$ cat src/rtl/lsu_ctrl.sv
// lsu_ctrl: load/store unit sitting behind the ALU.
// Takes the effective address from the ALU and issues one request/ack
// transaction per load or store. Store data is placed into the correct byte
// lanes, and load data is selected and sign- or zero-extended for writeback.
// While a transaction is in flight the unit holds the pipeline with o_busy.
//
// Optional feature: define LSU_MISALIGN_TRAP_EN to trap misaligned halfword
// and word accesses. A trapped access issues no memory request and pulses
// o_misalign. With the macro undefined the port is absent, and the address
// offset bits below the access size are ignored.
//
// Parameters:
//   ACK_TIMEOUT  : cycles spent in REQ without an ack before the access is
//                  aborted; 0 disables the timeout
// Ports:
//   i_clk, i_rst              : clock; asynchronous active-high reset
//   i_valid, i_mnemonic       : EX-stage instruction strobe and opcode
//   i_addr, i_store_data      : effective address and rs2 store value
//   o_busy                    : pipeline stall (combinational in the accept cycle)
//   o_mem_req/we/addr/wstrb/wdata, i_mem_ack, i_mem_rdata : data-memory port
//   o_done, o_wb_valid, o_wb_data : retire pulse and load writeback
//   o_bus_err                 : timeout abort pulse
//   o_misalign                : misaligned-access pulse (LSU_MISALIGN_TRAP_EN only)
module lsu_ctrl #(
  parameter int unsigned ACK_TIMEOUT = 255
) (
  input  logic        i_clk,
  input  logic        i_rst,
  input  logic        i_valid,
  input  logic [5:0]  i_mnemonic,
  input  logic [31:0] i_addr,
  input  logic [31:0] i_store_data,
  output logic        o_busy,
  output logic        o_mem_req,
  output logic        o_mem_we,
  output logic [31:0] o_mem_addr,
  output logic [3:0]  o_mem_wstrb,
  output logic [31:0] o_mem_wdata,
  input  logic        i_mem_ack,
  input  logic [31:0] i_mem_rdata,
  output logic        o_done,
  output logic        o_wb_valid,
  output logic [31:0] o_wb_data,
`ifdef LSU_MISALIGN_TRAP_EN
  output logic        o_misalign,
`endif
  output logic        o_bus_err
);

  // Load/store opcode encodings shared with the decoder.
  localparam logic [5:0] MN_LB  = 6'd1;
  localparam logic [5:0] MN_LH  = 6'd2;
  localparam logic [5:0] MN_LW  = 6'd3;
  localparam logic [5:0] MN_LBU = 6'd4;
  localparam logic [5:0] MN_LHU = 6'd5;
  localparam logic [5:0] MN_SB  = 6'd6;
  localparam logic [5:0] MN_SH  = 6'd7;
  localparam logic [5:0] MN_SW  = 6'd8;

  localparam int unsigned CNT_W = (ACK_TIMEOUT < 2) ? 1 : $clog2(ACK_TIMEOUT + 1);

  typedef enum logic [1:0] {IDLE = 2'd0, REQ = 2'd1, DONE = 2'd2} state_e;

  state_e             state_q, state_d;
  logic [CNT_W-1:0]   cnt_q, cnt_d;
  logic [5:0]         mn_q, mn_d;
  logic [1:0]         off_q, off_d;
  logic               req_q, req_d, we_q, we_d;
  logic [31:0]        addr_q, addr_d, wdata_q, wdata_d, wb_data_q, wb_data_d;
  logic [3:0]         wstrb_q, wstrb_d;
  logic               done_q, done_d, wbv_q, wbv_d, err_q, err_d, mis_q, mis_d;

  logic               is_load_c, is_store_c, accept_c, misalign_c, timeout_c, q_load_c;
  logic [3:0]         lane_strb_c;
  logic [31:0]        lane_data_c, load_fmt_c;
  logic [7:0]         rbyte_c;
  logic [15:0]        rhalf_c;

  // Classify the incoming opcode and the registered one.
  always_comb begin
    is_load_c  = (i_mnemonic == MN_LB) || (i_mnemonic == MN_LH) || (i_mnemonic == MN_LW) ||
                 (i_mnemonic == MN_LBU) || (i_mnemonic == MN_LHU);
    is_store_c = (i_mnemonic == MN_SB) || (i_mnemonic == MN_SH) || (i_mnemonic == MN_SW);
    q_load_c   = (mn_q == MN_LB) || (mn_q == MN_LH) || (mn_q == MN_LW) ||
                 (mn_q == MN_LBU) || (mn_q == MN_LHU);
    accept_c   = (state_q == IDLE) && i_valid && (is_load_c || is_store_c);
    timeout_c  = (ACK_TIMEOUT != 0) && (cnt_q == CNT_W'(ACK_TIMEOUT - 1));
`ifdef LSU_MISALIGN_TRAP_EN
    misalign_c = ((i_mnemonic == MN_LH || i_mnemonic == MN_LHU || i_mnemonic == MN_SH) && i_addr[0]) ||
                 ((i_mnemonic == MN_LW || i_mnemonic == MN_SW) && (i_addr[1:0] != 2'b00));
`else
    misalign_c = 1'b0;
`endif
  end

  // Store lane steering; offset bits below the access size are dropped.
  always_comb begin
    lane_strb_c = 4'b0000;
    lane_data_c = 32'h0;
    case (i_mnemonic)
      MN_SB: begin
        lane_strb_c = 4'b0001 << i_addr[1:0];
        lane_data_c = {4{i_store_data[7:0]}};
      end
      MN_SH: begin
        lane_strb_c = 4'b0011 << {i_addr[1], 1'b0};
        lane_data_c = {2{i_store_data[15:0]}};
      end
      MN_SW: begin
        lane_strb_c = 4'b1111;
        lane_data_c = i_store_data;
      end
      default: ;
    endcase
  end

  // Load byte/halfword select and extension.
  always_comb begin
    rbyte_c = 8'(i_mem_rdata >> {off_q, 3'b000});
    rhalf_c = off_q[1] ? i_mem_rdata[31:16] : i_mem_rdata[15:0];
    case (mn_q)
      MN_LB:   load_fmt_c = {{24{rbyte_c[7]}}, rbyte_c};
      MN_LBU:  load_fmt_c = {24'h0, rbyte_c};
      MN_LH:   load_fmt_c = {{16{rhalf_c[15]}}, rhalf_c};
      MN_LHU:  load_fmt_c = {16'h0, rhalf_c};
      default: load_fmt_c = i_mem_rdata;
    endcase
  end

  // Next-state and registered-output logic.
  always_comb begin
    state_d   = state_q;
    cnt_d     = cnt_q;
    mn_d      = mn_q;
    off_d     = off_q;
    req_d     = req_q;
    we_d      = we_q;
    addr_d    = addr_q;
    wstrb_d   = wstrb_q;
    wdata_d   = wdata_q;
    wb_data_d = wb_data_q;
    done_d    = 1'b0;
    wbv_d     = 1'b0;
    err_d     = 1'b0;
    mis_d     = 1'b0;
    case (state_q)
      IDLE: begin
        if (accept_c) begin
          mn_d    = i_mnemonic;
          off_d   = i_addr[1:0];
          cnt_d   = '0;
          we_d    = is_store_c;
          addr_d  = {i_addr[31:2], 2'b00};
          wstrb_d = lane_strb_c;
          wdata_d = lane_data_c;
          if (misalign_c) begin
            // Trapped access retires without touching memory.
            state_d = DONE;
            done_d  = 1'b1;
            mis_d   = 1'b1;
          end else begin
            state_d = REQ;
            req_d   = 1'b1;
          end
        end
      end
      REQ: begin
        cnt_d = cnt_q + CNT_W'(1);
        // Ack takes priority over a coincident timeout.
        if (i_mem_ack) begin
          state_d = DONE;
          req_d   = 1'b0;
          done_d  = 1'b1;
          if (q_load_c) begin
            wbv_d     = 1'b1;
            wb_data_d = load_fmt_c;
          end
        end else if (timeout_c) begin
          state_d = DONE;
          req_d   = 1'b0;
          done_d  = 1'b1;
          err_d   = 1'b1;
        end
      end
      DONE:    state_d = IDLE;
      default: state_d = IDLE;
    endcase
  end

  always_ff @(posedge i_clk or posedge i_rst) begin
    if (i_rst) begin
      state_q   <= IDLE;
      cnt_q     <= '0;
      mn_q      <= 6'h0;
      off_q     <= 2'b00;
      req_q     <= 1'b0;
      we_q      <= 1'b0;
      addr_q    <= 32'h0;
      wstrb_q   <= 4'h0;
      wdata_q   <= 32'h0;
      wb_data_q <= 32'h0;
      done_q    <= 1'b0;
      wbv_q     <= 1'b0;
      err_q     <= 1'b0;
      mis_q     <= 1'b0;
    end else begin
      state_q   <= state_d;
      cnt_q     <= cnt_d;
      mn_q      <= mn_d;
      off_q     <= off_d;
      req_q     <= req_d;
      we_q      <= we_d;
      addr_q    <= addr_d;
      wstrb_q   <= wstrb_d;
      wdata_q   <= wdata_d;
      wb_data_q <= wb_data_d;
      done_q    <= done_d;
      wbv_q     <= wbv_d;
      err_q     <= err_d;
      mis_q     <= mis_d;
    end
  end

  // Stall covers the accept cycle and every REQ cycle.
  assign o_busy      = accept_c || (state_q == REQ);
  assign o_mem_req   = req_q;
  assign o_mem_we    = we_q;
  assign o_mem_addr  = addr_q;
  assign o_mem_wstrb = wstrb_q;
  assign o_mem_wdata = wdata_q;
  assign o_done      = done_q;
  assign o_wb_valid  = wbv_q;
  assign o_wb_data   = wb_data_q;
  assign o_bus_err   = err_q;
`ifdef LSU_MISALIGN_TRAP_EN
  assign o_misalign  = mis_q;
`else
  logic unused_mis;
  assign unused_mis  = mis_q;
`endif

endmodule
$ cat config.mk
export PLATFORM = sky130hd
export DESIGN_NAME = lsu_ctrl
export DESIGN_NICKNAME = d
export VERILOG_FILES = /design/src/rtl/lsu_ctrl.sv
export SDC_FILE = /design/constraint.sdc
export NUM_CORES = 1
export LEC_CHECK = 0
export CORE_MARGIN = 2
export CORE_UTILIZATION = 45
export DETAILED_ROUTE_END_ITERATION = 10
export HOLD_SLACK_MARGIN = 0.08
export PLACE_DENSITY = 0.81
export SYNTH_ARGS = -nofsm -noshare
export SYNTH_HDL_FRONTEND = slang
export SYNTH_SLANG_ARGS = --single-unit
$ cat constraint.sdc
create_clock -name i_clk -period 11.1 [get_ports i_clk]
set_clock_uncertainty 0.15 [all_clocks]
set_input_delay 1.11 -clock i_clk [delete_from_list [all_inputs] [get_ports i_clk]]
set_output_delay 1.11 -clock i_clk [all_outputs]
set_load 0.01 [all_outputs]
==> results.md <==
- Of the synthesized area, sequential elements account for 0.540.
- The type of destination of the critical path is an output pin.
- The final number of max-transition violations is 0.
- In this run the cell area measured after placement is 7720 um2.
- The final hold violation count came to 0.
- In the synthesized netlist the async set-or-reset flop fraction comes to 1.00.
- Leaving out fill and tap cells, the most frequent cell in the layout is sky130_fd_sc_hd__clkdlybuf4s50_1.
- The number of routed nets with antenna violations is 0.
- The count of port buffers added during placement is 209.
- sky130_fd_sc_hd__dfrtp_1 takes more of the synthesized area than any other cell.
- Hold is met by 0.327 ns.
- Across the VDD grid, the largest voltage drop is 0.109 mV.
- The busiest layer in global routing is met2.
- The routed length per placed instance is 19.1 um.
- Summing over every cut layer, the via total after detailed routing is 5,041.
- The clock net in this run drives a total of 121 sinks.
- Synthesis instantiated 66 different standard cells from the library.
- The total core area is 12,100 um2.
- The total overflow reported by the global router is 0.
- The first global-routing pass estimated 26,300 um of wire.
- The critical path is of the input port to output pin type.
- The final layout contains routed wiring with a total length of 16,800 um.
- The starting DRC count in detailed routing is 536.
- From bottom edge to top edge, the die measures 116 um.
- The top achievable clock speed is 200 MHz.
- In the final layout, the share of cells above drive strength 1 is 0.128.
- The longest clock path from root to sink contains 2 buffers.
- After synthesis, the mean cell area works out to 11.2 um2.
- The smallest clock period supported by the final layout is computed as 5.01 ns.
- The first detailed-routing pass took 5 iterations.
- Sorting the synthesized cells by area gives the leading types as sky130_fd_sc_hd__dfrtp_1 (54%), sky130_fd_sc_hd__mux2_2 (7.6%), sky130_fd_sc_hd__o21ai_0 (3.7%).
- The number of maximum-capacitance violations is 0.
- For this run, design rule violations remaining after detail routing come to 0.
- The category of the worst setup path launch point is an input port.
- Synthesis handed over a netlist of 502 instances.
- The count of buffers added by post-CTS timing repair for setup is 0.
- The number of nets at the end of the flow is 808.
- In this run the tightest slew margin relative to its limit is 0.241.
- The number of fill cells in the layout is 931.
- Counting flops and latches in the post-synthesis netlist gives 121.
- The antenna cell count is 0.
- The share of total power dissipated in combinational logic is 0.326.
- The final critical-path share of the clock period is 0.451.
- The root buffer cell is sky130_fd_sc_hd__clkbuf_16.
- Cell internal power was estimated by the tool at 1250 uW.
- STA puts the critical path data arrival time at 3.75 ns.
- In the post-route analysis, the smallest setup slack over all paths is 6.09 ns.
- The static power due to leakage is 0.00340 uW.
- The floorplan step defined a die boundary enclosing 13,400 um2.
- TritonCTS built the clock tree.
- The share of total power dissipated in the clock network is 0.303.
- Setup repair after global routing left no endpoint under its margin.
- In this run, synthesis inferred 0 flip-flops with an integrated enable.
- The number of global-route vias before repair is 5,031.
- The area fraction of the dominant cell type after synthesis is 0.540.
- Row generation in the floorplan step produced 40 rows.
- From synthesis to final layout, the design area changed by 48.2%.
- The post-cts sizing count is 0.
- The die is 116 um wide.
- The power density over the cells is 218 nW/um2.
- The design area is 8310 um2.
- After clock tree synthesis, the clock-pin slew on the worst setup and hold paths is 0.05 ns.
- The part of the power in registers is 0.371.
- The H-tree depth is 4.
- In this run, CTS created clock tree buffers numbering 17.
- The overall track demand over capacity in global routing is 0.255.
- In the global route stage, met3 resource usage came out at 0.0628.
- The flow ran to the end, and the final reports show no timing, DRC or antenna violations.
- The met2 track demand over resource in global routing is 0.410.
- The data required time at the worst endpoint is 9.84 ns.
- The global routing usage on met1 is 0.333.
- OpenSTA, run right after detailed placement, puts the worst setup slack at 6.15 ns.
- During synthesis, Yosys emitted a total of 0 warnings.
- After routing, the total negative slack on setup checks comes to 0 ns.
- The netlist area before placement is 5610 um2.
- In the layout the commonest cells are sky130_fd_sc_hd__clkdlybuf4s50_1 (209), sky130_fd_sc_hd__dfrtp_1 (121), sky130_fd_sc_hd__o21ai_0 (41), sky130_fd_sc_hd__mux2_2 (38), sky130_fd_sc_hd__nor2_1 (36).
- The most common flop cell mapped by yosys is sky130_fd_sc_hd__dfrtp_1.
- 212 I/O pins were placed.
- Once detailed placement completed, the half-perimeter wirelength came to 11,800 um.
- For this design, the CTS-stage hold fixing added 0 buffers.
- The final weighted congestion in routability-driven placement is 0.946.
- For this configuration, the core starts out at a cell density of 0.463.
- At the pin with the least slew margin, the transition time is 1.14 ns.
- After detailed routing, the number of vias per cell comes to 5.72.
- The maximum number of pins on one net before global-route repair is 78.
- Setup violations remaining at the end of the flow were counted as 0.
- The switching power share of the total is 0.312.
- The power spent charging and discharging nets is 567 uW.
- The initial antenna violation count is 0.
- The class of the most critical hold timing path is flop to flop.
- The clock latency reported for the late side of the worst-skew pair is 0.41 ns.
- The peak fanout along the critical path is 18.
-- critical path: stages --
cell	delay, ns
sky130_fd_sc_hd__clkdlybuf4s50_1	0.46
sky130_fd_sc_hd__or3b_4	0.40
sky130_fd_sc_hd__or2_0	0.50
sky130_fd_sc_hd__o21ai_0	0.59
sky130_fd_sc_hd__clkdlybuf4s50_1	0.68
-- flip-flops by register name, indices dropped and copies added, names as in the netlist --
| signal | count |
|---|---|
| o_mem_addr | 30 |
| cnt_q | 8 |
| o_done | 1 |
| mn_q | 6 |
| o_mem_we | 1 |
| off_q | 2 |
| o_wb_valid | 1 |
| o_wb_data | 32 |
| o_bus_err | 1 |
| state_q | 2 |
| o_mem_wstrb | 4 |
| o_mem_wdata | 32 |
| o_mem_req | 1 |
-- cell type report --
class	count	area, um2	share of cell area
Timing Repair Buffer	211	2110	0.253
Clock inverter	13	145	0.0175
Tap cell	168	210	0.0253
Inverter	20	77.6	0.00933
Clock buffer	19	453	0.0545
Sequential cell	121	3030	0.364
Multi-Input combinational cell	329	2290	0.276
-- synth_stat cells (5+ instances only) --
library cell / count
sky130_fd_sc_hd__a22oi_1: 8
sky130_fd_sc_hd__buf_6: 8
sky130_fd_sc_hd__o2bb2ai_1: 8
sky130_fd_sc_hd__a211oi_1: 6
sky130_fd_sc_hd__a21oi_1: 35
sky130_fd_sc_hd__o21ai_0: 41
sky130_fd_sc_hd__a22o_1: 8
sky130_fd_sc_hd__a31oi_1: 15
sky130_fd_sc_hd__mux2_2: 38
sky130_fd_sc_hd__buf_4: 6
sky130_fd_sc_hd__inv_1: 19
sky130_fd_sc_hd__buf_2: 7
sky130_fd_sc_hd__and3_1: 9
sky130_fd_sc_hd__a221oi_1: 12
sky130_fd_sc_hd__nand3_1: 5
sky130_fd_sc_hd__nor3_1: 7
sky130_fd_sc_hd__nand2_1: 32
sky130_fd_sc_hd__nor2_1: 36
sky130_fd_sc_hd__clkbuf_1: 10
sky130_fd_sc_hd__dfrtp_1: 121
-- cell families (layout without fill, tap and decap cells) --
logic type	count (synthesis)	count (layout)	share of synthesized area
other	1	2	0.000669
XOR/XNOR	3	3	0.00469
AO/OA/AOI/OAI	159	159	0.191
flip-flops	121	121	0.540
multiplexers	47	47	0.101
buffers and inverters	53	263	0.0520
adder cells (fa/ha/maj)	2	2	0.00446
AND/OR/NAND/NOR	116	116	0.106
-- through the flow --
step / instances / power, uW / utilization
4_1_cts: 881 / 1820 / 0.686
6_report: 881 / 1820 / 0.686
5_1_grt: 881 / 1900 / 0.686
3_5_place_dp: 849 / 1270 / 0.637
3_3_place_gp: 849 / 1240 / 0.637
2_1_floorplan: 503 / 924 / -
-- worst paths after layout --
path,startpoint,endpoint,slack [ns],depth (start not counted)
min,cnt_q[7],cnt_q[7],0.33,1
max,i_valid,o_busy,6.09,5
min in group asynchronous,i_rst,o_mem_addr[28],0.97,2
min reg2reg,cnt_q[7],cnt_q[7],0.33,1
max in group asynchronous,i_rst,o_mem_addr[7],8.46,3
max reg2reg,state_q[0],mn_q[1],8.06,4
-- power groups by stage --
stage          Sequential [uW]  Clock, uW  Combinational (uW)
2_1_floorplan              699          0                 225
3_3_place_gp               670          0                 574
3_5_place_dp               675          0                 591
4_1_cts                    670        555                 594
5_1_grt                    687        577                 636
6_report                   673        550                 592
-- routing by layer --
| metal | vias to the layer above | routed length (um) |
|---|---|---|
| met2 | 307 | 8050 |
| met1 | 2456 | 6690 |
| met3 | 35 | 1630 |
| met5 | - | 0 |
| li1 | 2243 | - |
| met4 | 0 | 420 |
No activity file was read; power rests on OpenSTA's default activity.
